==> src/rtl/cc_hit_line_serializer.sv <==
// Hit-line buffer feeding the interconnect R channel as 8-beat, 64-bit wrap bursts starting at the critical word.
// Optional: define CC_SER_STALL_CNT_EN to add the stall_cnt_o saturating sink-stall counter.
module cc_hit_line_serializer #(
  parameter int DEPTH           = 2,
  parameter int AFULL_THRESHOLD = DEPTH - 1,
  parameter int ID_W            = 4
) (
  input  logic            clk,
  input  logic            rst,
  input  logic            line_valid_i,
  output logic            line_ready_o,
  input  logic [511:0]    line_data_i,
  input  logic [2:0]      line_offset_i,
  input  logic [ID_W-1:0] line_id_i,
  output logic            afull_o,
  output logic            empty_o,
  output logic [ID_W-1:0] inct_rid_o,
  output logic [63:0]     inct_rdata_o,
  output logic [1:0]      inct_rresp_o,
  output logic            inct_rlast_o,
  output logic            inct_rvalid_o,
  input  logic            inct_rready_i
`ifdef CC_SER_STALL_CNT_EN
  ,
  output logic [15:0]     stall_cnt_o
`endif
);

  localparam int          AW      = $clog2(DEPTH);
  localparam logic [AW:0] DEPTH_C = (AW + 1)'(DEPTH);
  localparam logic [AW:0] AFULL_C = (AW + 1)'(AFULL_THRESHOLD);

  typedef struct packed {
    logic [ID_W-1:0] id;
    logic [2:0]      offset;
    logic [511:0]    data;
  } line_t;

  line_t          r_mem [DEPTH];
  logic [AW-1:0]  r_wr_ptr;
  logic [AW-1:0]  r_rd_ptr;
  logic [AW:0]    r_count;
  logic [2:0]     r_cnt;

  line_t          w_head;
  logic [2:0]     w_word_idx;
  logic           w_push;
  logic           w_beat;
  logic           w_pop;

  // Flags come straight from occupancy so the request decoder sees them without an extra cycle.
  assign empty_o      = (r_count == '0);
  assign afull_o      = (r_count >= AFULL_C);
  assign line_ready_o = (r_count != DEPTH_C);

  assign w_head     = r_mem[r_rd_ptr];
  assign w_word_idx = w_head.offset + r_cnt;

  assign inct_rvalid_o = !empty_o;
  assign inct_rid_o    = w_head.id;
  assign inct_rdata_o  = w_head.data[{w_word_idx, 6'd0} +: 64];
  assign inct_rresp_o  = 2'b00;
  assign inct_rlast_o  = inct_rvalid_o && (r_cnt == 3'd7);

  // NOTE: combinational block assigns every output a default first, so no path leaves a signal unassigned and no latch is inferred.
  always_comb begin
    w_push = 1'b0;
    w_beat = 1'b0;
    w_pop  = 1'b0;
    if (line_valid_i && line_ready_o) w_push = 1'b1;
    if (inct_rvalid_o && inct_rready_i) begin
      w_beat = 1'b1;
      w_pop  = (r_cnt == 3'd7);
    end
  end

  // NOTE: line storage is deliberately not reset; only pointers and occupancy define what is valid, which keeps the array as plain RAM.
  always_ff @(posedge clk) begin
    if (w_push) r_mem[r_wr_ptr] <= '{id: line_id_i, offset: line_offset_i, data: line_data_i};
  end

  // NOTE: state registers use non-blocking assignments so every register samples pre-edge values, independent of statement order.
  always_ff @(posedge clk or posedge rst) begin
    if (rst) begin
      r_wr_ptr <= '0;
      r_rd_ptr <= '0;
      r_count  <= '0;
      r_cnt    <= '0;
    end else begin
      if (w_push) r_wr_ptr <= r_wr_ptr + 1'b1;
      if (w_pop)  r_rd_ptr <= r_rd_ptr + 1'b1;
      // Beat counter wraps 7 -> 0 on its own, which coincides with the head pop.
      if (w_beat) r_cnt <= r_cnt + 3'd1;
      case ({w_push, w_pop})
        2'b10:   r_count <= r_count + 1'b1;
        2'b01:   r_count <= r_count - 1'b1;
        default: r_count <= r_count;
      endcase
    end
  end

`ifdef CC_SER_STALL_CNT_EN
  logic [15:0] r_stall_cnt;

  always_ff @(posedge clk or posedge rst) begin
    if (rst) begin
      r_stall_cnt <= '0;
    end else if (inct_rvalid_o && !inct_rready_i && (r_stall_cnt != 16'hFFFF)) begin
      r_stall_cnt <= r_stall_cnt + 16'd1;
    end
  end

  assign stall_cnt_o = r_stall_cnt;
`else
  // Stall counter absent in this build; the R path is unchanged.
`endif

endmodule

==> config.mk <==
export PLATFORM = sky130hd
export DESIGN_NAME = cc_hit_line_serializer
export DESIGN_NICKNAME = d
export VERILOG_FILES = /design/src/rtl/cc_hit_line_serializer.sv
export SDC_FILE = /design/constraint.sdc
export NUM_CORES = 1
export LEC_CHECK = 0
export CAP_MARGIN = 20
export CELL_PAD_IN_SITES_DETAIL_PLACEMENT = 1
export CELL_PAD_IN_SITES_GLOBAL_PLACEMENT = 1
export CORE_UTILIZATION = 35
export DETAILED_ROUTE_END_ITERATION = 8
export PLACE_DENSITY_LB_ADDON = 0.1
export SKIP_LAST_GASP = 1
export SLEW_MARGIN = 20
export SYNTH_ARGS = -nofsm -noshare
export SYNTH_HDL_FRONTEND = slang
export SYNTH_SLANG_ARGS = --single-unit
==> constraint.sdc <==
create_clock -name clk -period 53.9 [get_ports clk]
set_clock_uncertainty 0.2 [all_clocks]
set_input_delay 5.39 -clock clk [delete_from_list [all_inputs] [get_ports clk]]
set_output_delay 5.39 -clock clk [all_outputs]
set_load 0.02 [all_outputs]
==> results of run 1 <==
[worst max-delay path: cells and delay by family (launching register included)]
family	cells	cell delay (ps)
adders and majority gates	2	1430
buffers and inverters	4	2350
DFF	1	600
muxes	4	1010
[metrics by stage]
| step | instance area (µm²) | util [%] | instances | power, mW | setup WS (ps) |
|---|---|---|---|---|---|
| floorplan | 39820 | - | 1616 | 2.242 | 25340 |
| global placement | 47490 | 42.16 | 3658 | 2.669 | 42670 |
| detailed placement | 47490 | 42.16 | 3658 | 2.690 | 42620 |
| CTS | 51040 | 45.31 | 3869 | 3.440 | 41830 |
| global route | 51050 | 45.32 | 3873 | 3.526 | 41670 |
| finish | 51070 | 45.34 | 3880 | 3.361 | 42060 |
[state kept, by name, indices dropped and copies added (netlist names)]
signal	cells
r_rd_ptr	1
r_wr_ptr	1
r_cnt	3
r_mem	1038
r_count	2
[final timing paths]
| kind | startpoint | endpoint | slack (ps) | cells after the start |
|---|---|---|---|---|
| hold / removal | r_count[0] | r_count[0] | 280 | 1 |
| setup reg to reg | r_count[0] | r_mem[1][157] | 48110 | 8 |
| min in group asynchronous | rst | r_cnt[2] | 4740 | 2 |
| max in group asynchronous | rst | r_rd_ptr | 48520 | 2 |
| setup / recovery | r_rd_ptr | inct_rdata_o[2] | 42060 | 10 |
| hold reg to reg | r_count[0] | r_count[0] | 280 | 1 |
[cell usage after synthesis, types with 5 or more instances]
master    number
buf_1          7
buf_2         42
buf_4          5
buf_6          9
clkbuf_1      17
dfrtp_1        7
edfxtp_1    1038
ha_1           7
inv_1          8
mux2_2         6
mux2i_1      194
mux4_2       256
[power groups by stage]
| stage | Sequential [mW] | Combinational [mW] | Clock (mW) |
|---|---|---|---|
| floorplan | 1.30 | 0.940 | 0 |
| global placement | 1.16 | 1.51 | 0 |
| detailed placement | 1.17 | 1.52 | 0 |
| CTS | 1.15 | 1.52 | 0.762 |
| global route | 1.17 | 1.57 | 0.787 |
| finish | 1.15 | 1.47 | 0.737 |
[logic make-up after synthesis]
kind of cell	share of synthesized area (%)
adder cells (fa/ha/maj)	0.2702
buffers and inverters	1.178
flip-flops	78.72
AO/OA/AOI/OAI	0.02514
multiplexers	19.53
XOR/XNOR	0.1729
AND/OR/NAND/NOR	0.1006
other	0.009418
[cell type report]
type                    count  area, µm²
fillers                 10390      61580
flip-flops and latches   1045      31350
multi-input cells         483       8053
repair buffers            622       6183
clock buffers             141       3047
well taps                1500       1877
clock inverters            70      505.5
inverters                   8      30.03
diodes                     11      27.53
[metal layers]
metal	vias up	track usage (%)	share of wire, %
li1	8281	-	-
met3	174	6.530	8.1
met4	76	4.439	1.6
met5	-	0	0.48
met2	485	29.86	52
met1	9786	19.23	38
==> impl_metrics.ini, run 1 <==
[grt]
antenna_found_initial = 50
overflow = 0
grt_start_max_net_pins = 102
track_usage_pct = 16.98
first_global_vias = 21260
grt_pass1_wl_mm = 142.1

[power]
p_leak_nw = 16.89
pwr-share-clk_pct = 21.9
p_comb_share_pct = 43.8
power_frac_seq_pct = 34.3
switching_share_pct = 34.04
intPower_mw = 2.217
powerDensity_nw_per_um2 = 65.80
switchingPower_mw = 1.144
ir_worst_vdd_v = 0.00005781

[timing]
worstMarginPinSlew_ps = 1096
fmax_mhz = 84.46
setup_tns_ps = 0
drv_slew = 0
hold_viol_final = 0
rsz0062_at_grt = no
hold_ws_ps = 282.1
setup_violations = 0
min_period_ps = 11840
fin_crit_sh_pct = 21.97
slew_headroom_pct = 26.93

[placement]
finalWeightedCongestion = 0.7412
dp_hpwl_mm = 65.24
portBuffers = 595

[synth]
postSynth.asyncResetShare_pct = 0.6699
syn_area_per_cell_um2 = 24.66
synth_top_area_share_pct = 78.28
synth_ff_type = edfxtp_1
postSynthCellCount = 1615
yosys-top-cells-area = edfxtp_1 78%, mux4_2 14%, mux2i_1 4.9%
ys_seq_area_share_pct = 78.72
synth-edff-count = 1038
ys_types = 23
ys_seq_elements = 1045
synth_top_cell_by_area = edfxtp_1
syn_area_um2 = 39820
yosysWarnings = 0

[clock_tree]
insertion_delay_ps = 690
cts_resized = 0
cts.htree.levels = 3
cts-buffers-inserted = 113
cts_tree = built
clk_pin_slew_ps = 60
cts_buffer_depth = 3
cts_setup_buffers = 0
cts_sinks = 1045
root_buffer = clkbuf_16
hold_buffers = 0

[final_layout]
final_cell_mix = 1,038 x edfxtp_1, 595 x clkdlybuf4s50_1, 256 x mux4_2
final_common_cell = edfxtp_1
drive_gt1_share_pct = 19.00
area_growth_pct = 28.26
nNetsFinal = 2804

[die]
die_w_um = 339.3
coreArea_um2 = 112700
fp.dieH_um = 339.3
fp-row-count = 123
die_area_um2 = 115100
ioPinCount = 598
start_util_pct = 35.35

[routing]
drt-total-wl_mm = 98.17
drc = 0
drtIter0Drc = 898
wl_per_cell_um = 25.30
drt-pass1-iter-count = 5
ant_nets = 0
vias_per_cell = 4.846
vias = 18800

[critical_path]
path_cells = mux2_2 > ha_4 > inv_1 > fa_4 > buf_4 > buf_4 > mux4_2 > mux2i_1 > mux2i_1 > clkdlybuf4s50_1
critPathKind = flip-flop to primary output
critPathSlowestCell = fa_4
start_kind = flip-flop
cp_max_fo = 56
cp_data_arrival_time_ps = 6250
cp.required_ps = 48310
end_kind = primary output
slowest_delay_ps = 1320

[run_status]
status = completed

[job]
max-cap-violations = 0

[hold_path]
hold_path.class = flip-flop to flip-flop
(Power assumes the default switching activity.)
==> run 2, diff against run 1 <==
Clock period 53.9 ns to 11 ns, I/O delays scaled along.
==> run 2 against run 1 <==
Net effect: combinational power grew to 5.0 times the previous value; sequential share of layout area grew 0.12 points; final area shrank 0.19%; largest cell class unchanged.
==> impl_metrics.ini, run 2 (synthesized netlist as in run 1, its figures left out) <==
[placement]
preCtsSetupSlack_ps = 4621
portBuffers = 595
placed_cells = 3651
finalWeightedCongestion = 0.7568
dp_hpwl_mm = 64.16

[final_layout]
nNetsFinal = 2799
final_util_pct = 45.25
largest_reg_flops = 1038
seqCellArea_um2 = 31350
drive_gt1_share_pct = 18.78
area_growth_pct = 28.01
regMostFlops = r_mem
final_common_cell = edfxtp_1
top_regs = r_mem: 1038 flops, r_cnt: 3 flops, r_count: 2 flops
multiInputGateArea_um2 = 8053
final_cell_mix = 1,038 x edfxtp_1, 595 x clkdlybuf4s50_1, 256 x mux4_2
fillers = 10380
stdcell_count = 3875

[critical_path]
cp_max_fo = 27
cp.required_ps = 9700
critPathKind = flip-flop to primary output
cp_data_arrival_time_ps = 5700
start_kind = flip-flop
end_kind = primary output

[grt]
antenna_found_initial = 52
grt_pass1_wl_mm = 142.9
first_global_vias = 21300
track_usage_pct = 17.05
grt_start_max_net_pins = 169
overflow = 0

[routing]
vias = 18830
ant_nets = 0
vias_per_cell = 4.859
drt-total-wl_mm = 99.10
drt-pass1-iter-count = 5
drtIter0Drc = 1089
drc = 0
wl_per_cell_um = 25.57

[clock_tree]
cts_buffer_depth = 3
cts_resized = 0
cts-buffers-inserted = 114
cts_sinks = 1045
cts.htree.levels = 3
clk_pin_slew_ps = 60
root_buffer = clkbuf_16
cts_setup_buffers = 0
cts_tree = built
hold_buffers = 0
insertion_delay_ps = 680

[job]
max-cap-violations = 0

[die]
fp-row-count = 123
start_util_pct = 35.35
coreArea_um2 = 112700
fp.dieH_um = 339.3
ioPinCount = 598
die_area_um2 = 115100
die_w_um = 339.3

[power]
p_leak_nw = 16.82
ir_worst_vdd_v = 0.0004612
powerDensity_nw_per_um2 = 322.5
power.total_mw = 16.44

[timing]
rsz0062_at_grt = no
hold_viol_final = 0
setup_tns_ps = 0
setup_violations = 0
setup_slack_ps = 4000
slew_headroom_pct = 13.10
min_period_ps = 7000
fin_crit_sh_pct = 63.64
drv_slew = 0
worstMarginPinSlew_ps = 1304
fmax_mhz = 142.9

[run_status]
status = completed

[hold_path]
hold_path.class = flip-flop to flip-flop
## run 2: cell types whose count changed in the layout (fill, tap and decap cells not counted), sizes merged
cell,delta
clkinvlp,-1
bufinv,-4
clkinv,-3
inv,+3
buf,-6
clkbuf,+1
diode,+5
## run 2: report_power, final
group          total (mW)  switching [mW]  internal [mW]
registers            5.66           0.205           5.45
clock network        3.50            1.52           1.98
logic                7.28            3.93           3.35
total                16.4            5.66           10.8
## run 2: worst paths after layout
check	start	end	slack, ps	cells after the start
worst max-delay path	r_rd_ptr	inct_rdata_o[38]	4000	10
worst min-delay path	r_count[0]	r_count[0]	290	1
worst max register to register	r_count[0]	r_mem[1][483]	7290	6
worst min register to register	r_count[0]	r_count[0]	290	1
max in group asynchronous	rst	r_rd_ptr	9840	2
min in group asynchronous	rst	r_wr_ptr	470	2
## run 2: metrics by stage
step	hold slack [ps]	cell area [µm²]
after floorplan	246.4	39830
after global placement	269.4	47510
after detailed placement	270.3	47510
after CTS	282.7	50910
after global routing	300.0	50970
final	286.2	50970
## run 2: final cells by class
cell class / instances / area share, %
clock buffers: 142 / 5.844
well taps: 1500 / 3.682
inverters: 8 / 0.05891
flip-flops and latches: 1045 / 61.50
multi-input cells: 483 / 15.80
clock inverters: 65 / 0.8100
repair buffers: 616 / 12.23
diodes: 16 / 0.07855
## run 2: critical path: stages, from the launching register on
cell and delay, ps:
dfrtp_4 720, mux2_2 270, ha_4 120, inv_1 50, fa_4 480, xor2_1 210
xnor2_4 820, buf_4 630, buf_4 580, mux2i_1 370, clkdlybuf4s50_1 660
## run 2: metal layers
metal	part of all wire (%)	GRT usage, %	up-vias
met1	38	19.48	9804
met3	7.5	6.284	190
met4	2.2	5.133	76
met2	52	29.69	493
li1	-	-	8264
met5	0.48	0	-
==> run 3, diff against run 2 <==
Clock period 11 ns to 5.9 ns, I/O delays scaled along.
==> run 3 against run 2 <==
Net effect: setup slack got worse by 3400 ps; register-to-register slack got worse by 4100 ps; final area rose by 0.69%; worst hold slack got worse by 4.6 ps; non-clock buffer count rose by 26; critical path type unchanged; critical endpoint is now inct_rdata_o[33].
==> impl_metrics.ini, run 3 (synthesized netlist as in run 1, its figures left out) <==
[placement]
preCtsSetupSlack_ps = 1102
portBuffers = 595
finalWeightedCongestion = 0.7497
dp_hpwl_mm = 66.38

[timing]
fmax_mhz = 187.5
setup_violations = 0
fin_crit_sh_pct = 90.39
slew_headroom_pct = 30.04
drv_slew = 0
setup_tns_ps = 0
setup_slack_ps = 567.0
min_period_ps = 5333
rsz0062_at_grt = no
worstMarginPinSlew_ps = 1049
hold_viol_final = 0

[grt]
overflow = 0
grt_start_max_net_pins = 127
first_global_vias = 21380
use_met1_pct = 20.34
grt_pass1_wl_mm = 143.5
use_met3_pct = 5.802
track_usage_pct = 17.17
busiest_layer = met2
antenna_found_initial = 45
use_met2_pct = 29.73

[routing]
vias = 18950
ant_nets = 0
wl_per_cell_um = 25.57
drc = 0
vias_per_cell = 4.866
drtIter0Drc = 1090
drt-total-wl_mm = 99.61
drt-pass1-iter-count = 5

[power]
p_leak_nw = 17.00
ir_worst_vdd_v = 0.0004769
powerDensity_nw_per_um2 = 603.1

[die]
start_util_pct = 35.35
coreArea_um2 = 112700
ioPinCount = 598
fp-row-count = 123
fp.dieH_um = 339.3
die_area_um2 = 115100
die_w_um = 339.3

[critical_path]
reg2reg_to = r_mem[0][341]
cp_data_arrival_time_ps = 4540
cp_num_buf_inv = 4
path_cells = mux2_2 > ha_4 > inv_1 > fa_4 > buf_12 > buf_12 > mux4_2 > mux2i_1 > mux2i_1 > clkdlybuf4s50_1
cp_max_fo = 40
reg2reg_from = r_count[1]
critPathKind = flip-flop to primary output
end_kind = primary output
critPathSlowestCell = fa_4
critical-path-top-delay-family = buffers and inverters
start_kind = flip-flop
r2r_slack_ps = 3210
slowest_delay_ps = 970
cp.required_ps = 5110
worst-r2r-cell-count = 5

[hold_path]
hold_path.class = input pin to flip-flop
holdPathStages = 1
hp-start = line_data_i[17]
whs_endpoint = r_mem[0][17]

[clock_tree]
insertion_delay_ps = 680
cts_resized = 0
cts_sinks = 1045
cts_tree = built
hold_buffers = 1
clk_pin_slew_ps = 60
cts-buffers-inserted = 115
cts_setup_buffers = 0
root_buffer = clkbuf_16
cts_buffer_depth = 3
cts.htree.levels = 3

[final_layout]
seqCellArea_um2 = 31350
top_regs = r_mem: 1038 flops, r_cnt: 3 flops, r_count: 2 flops
nNetsFinal = 2826
final_util_pct = 45.56
fillers = 10390
final_cell_mix = 1,038 x edfxtp_1, 595 x clkdlybuf4s50_1, 256 x mux4_2
largest_reg_flops = 1038
regMostFlops = r_mem
final_common_cell = edfxtp_1
area_growth_pct = 28.90
drive_gt1_share_pct = 19.40
multiInputGateArea_um2 = 8073

[job]
max-cap-violations = 0

[run_status]
status = completed
[run 3: worst register-to-register path, cell delays in order, from the launching register on]
cell and delay (ps):
dfrtp_1 430, ha_4 200, inv_6 60, nand2_4 60
nor2_4 560, buf_4 740
[run 3: per-layer routing]
metal	vias up	wire, µm
met3	198	6837
met4	74	1938
met5	-	490
li1	8282	-
met1	9913	38720
met2	487	51620
[run 3: area by class of cell]
type	instances	area share [%]
flip-flops and latches	1045	61.08
clock buffers	145	5.909
multi-input cells	483	15.73
repair buffers	642	12.71
diodes	9	0.04388
well taps	1500	3.657
clock inverters	63	0.8069
inverters	8	0.06826
[run 3: worst max-delay path by stage]
stage               startpoint                to  slack, ps  depth (start not counted)
floorplan           r_count[1]       r_mem[0][0]      -3090                          4
global placement      r_rd_ptr  inct_rdata_o[62]       1080                          6
detailed placement    r_rd_ptr  inct_rdata_o[62]       1100                          6
CTS                   r_rd_ptr  inct_rdata_o[62]        380                          6
global route          r_rd_ptr  inct_rdata_o[38]        320                          6
finish                r_rd_ptr  inct_rdata_o[33]        570                         10
[run 3: through the flow]
step           hold slack (ps)  instance area, µm²  power, mW  cells
2_1_floorplan            193.4               39860      19.62   1616
3_3_place_gp             287.0               47850      24.75   3677
3_5_place_dp             287.1               47850      24.90   3677
4_1_cts                  217.0               51300      31.66   3886
5_1_grt                  238.2               51320      32.48   3894
6_report                 281.6               51330      30.96   3895
[run 3: report_power, final]
part	switching, mW	internal [mW]	total [mW]
Sequential	0.342	10.1	10.5
Combinational	7.44	6.40	13.8
Clock	2.83	3.81	6.64
Total	10.6	20.3	31.0
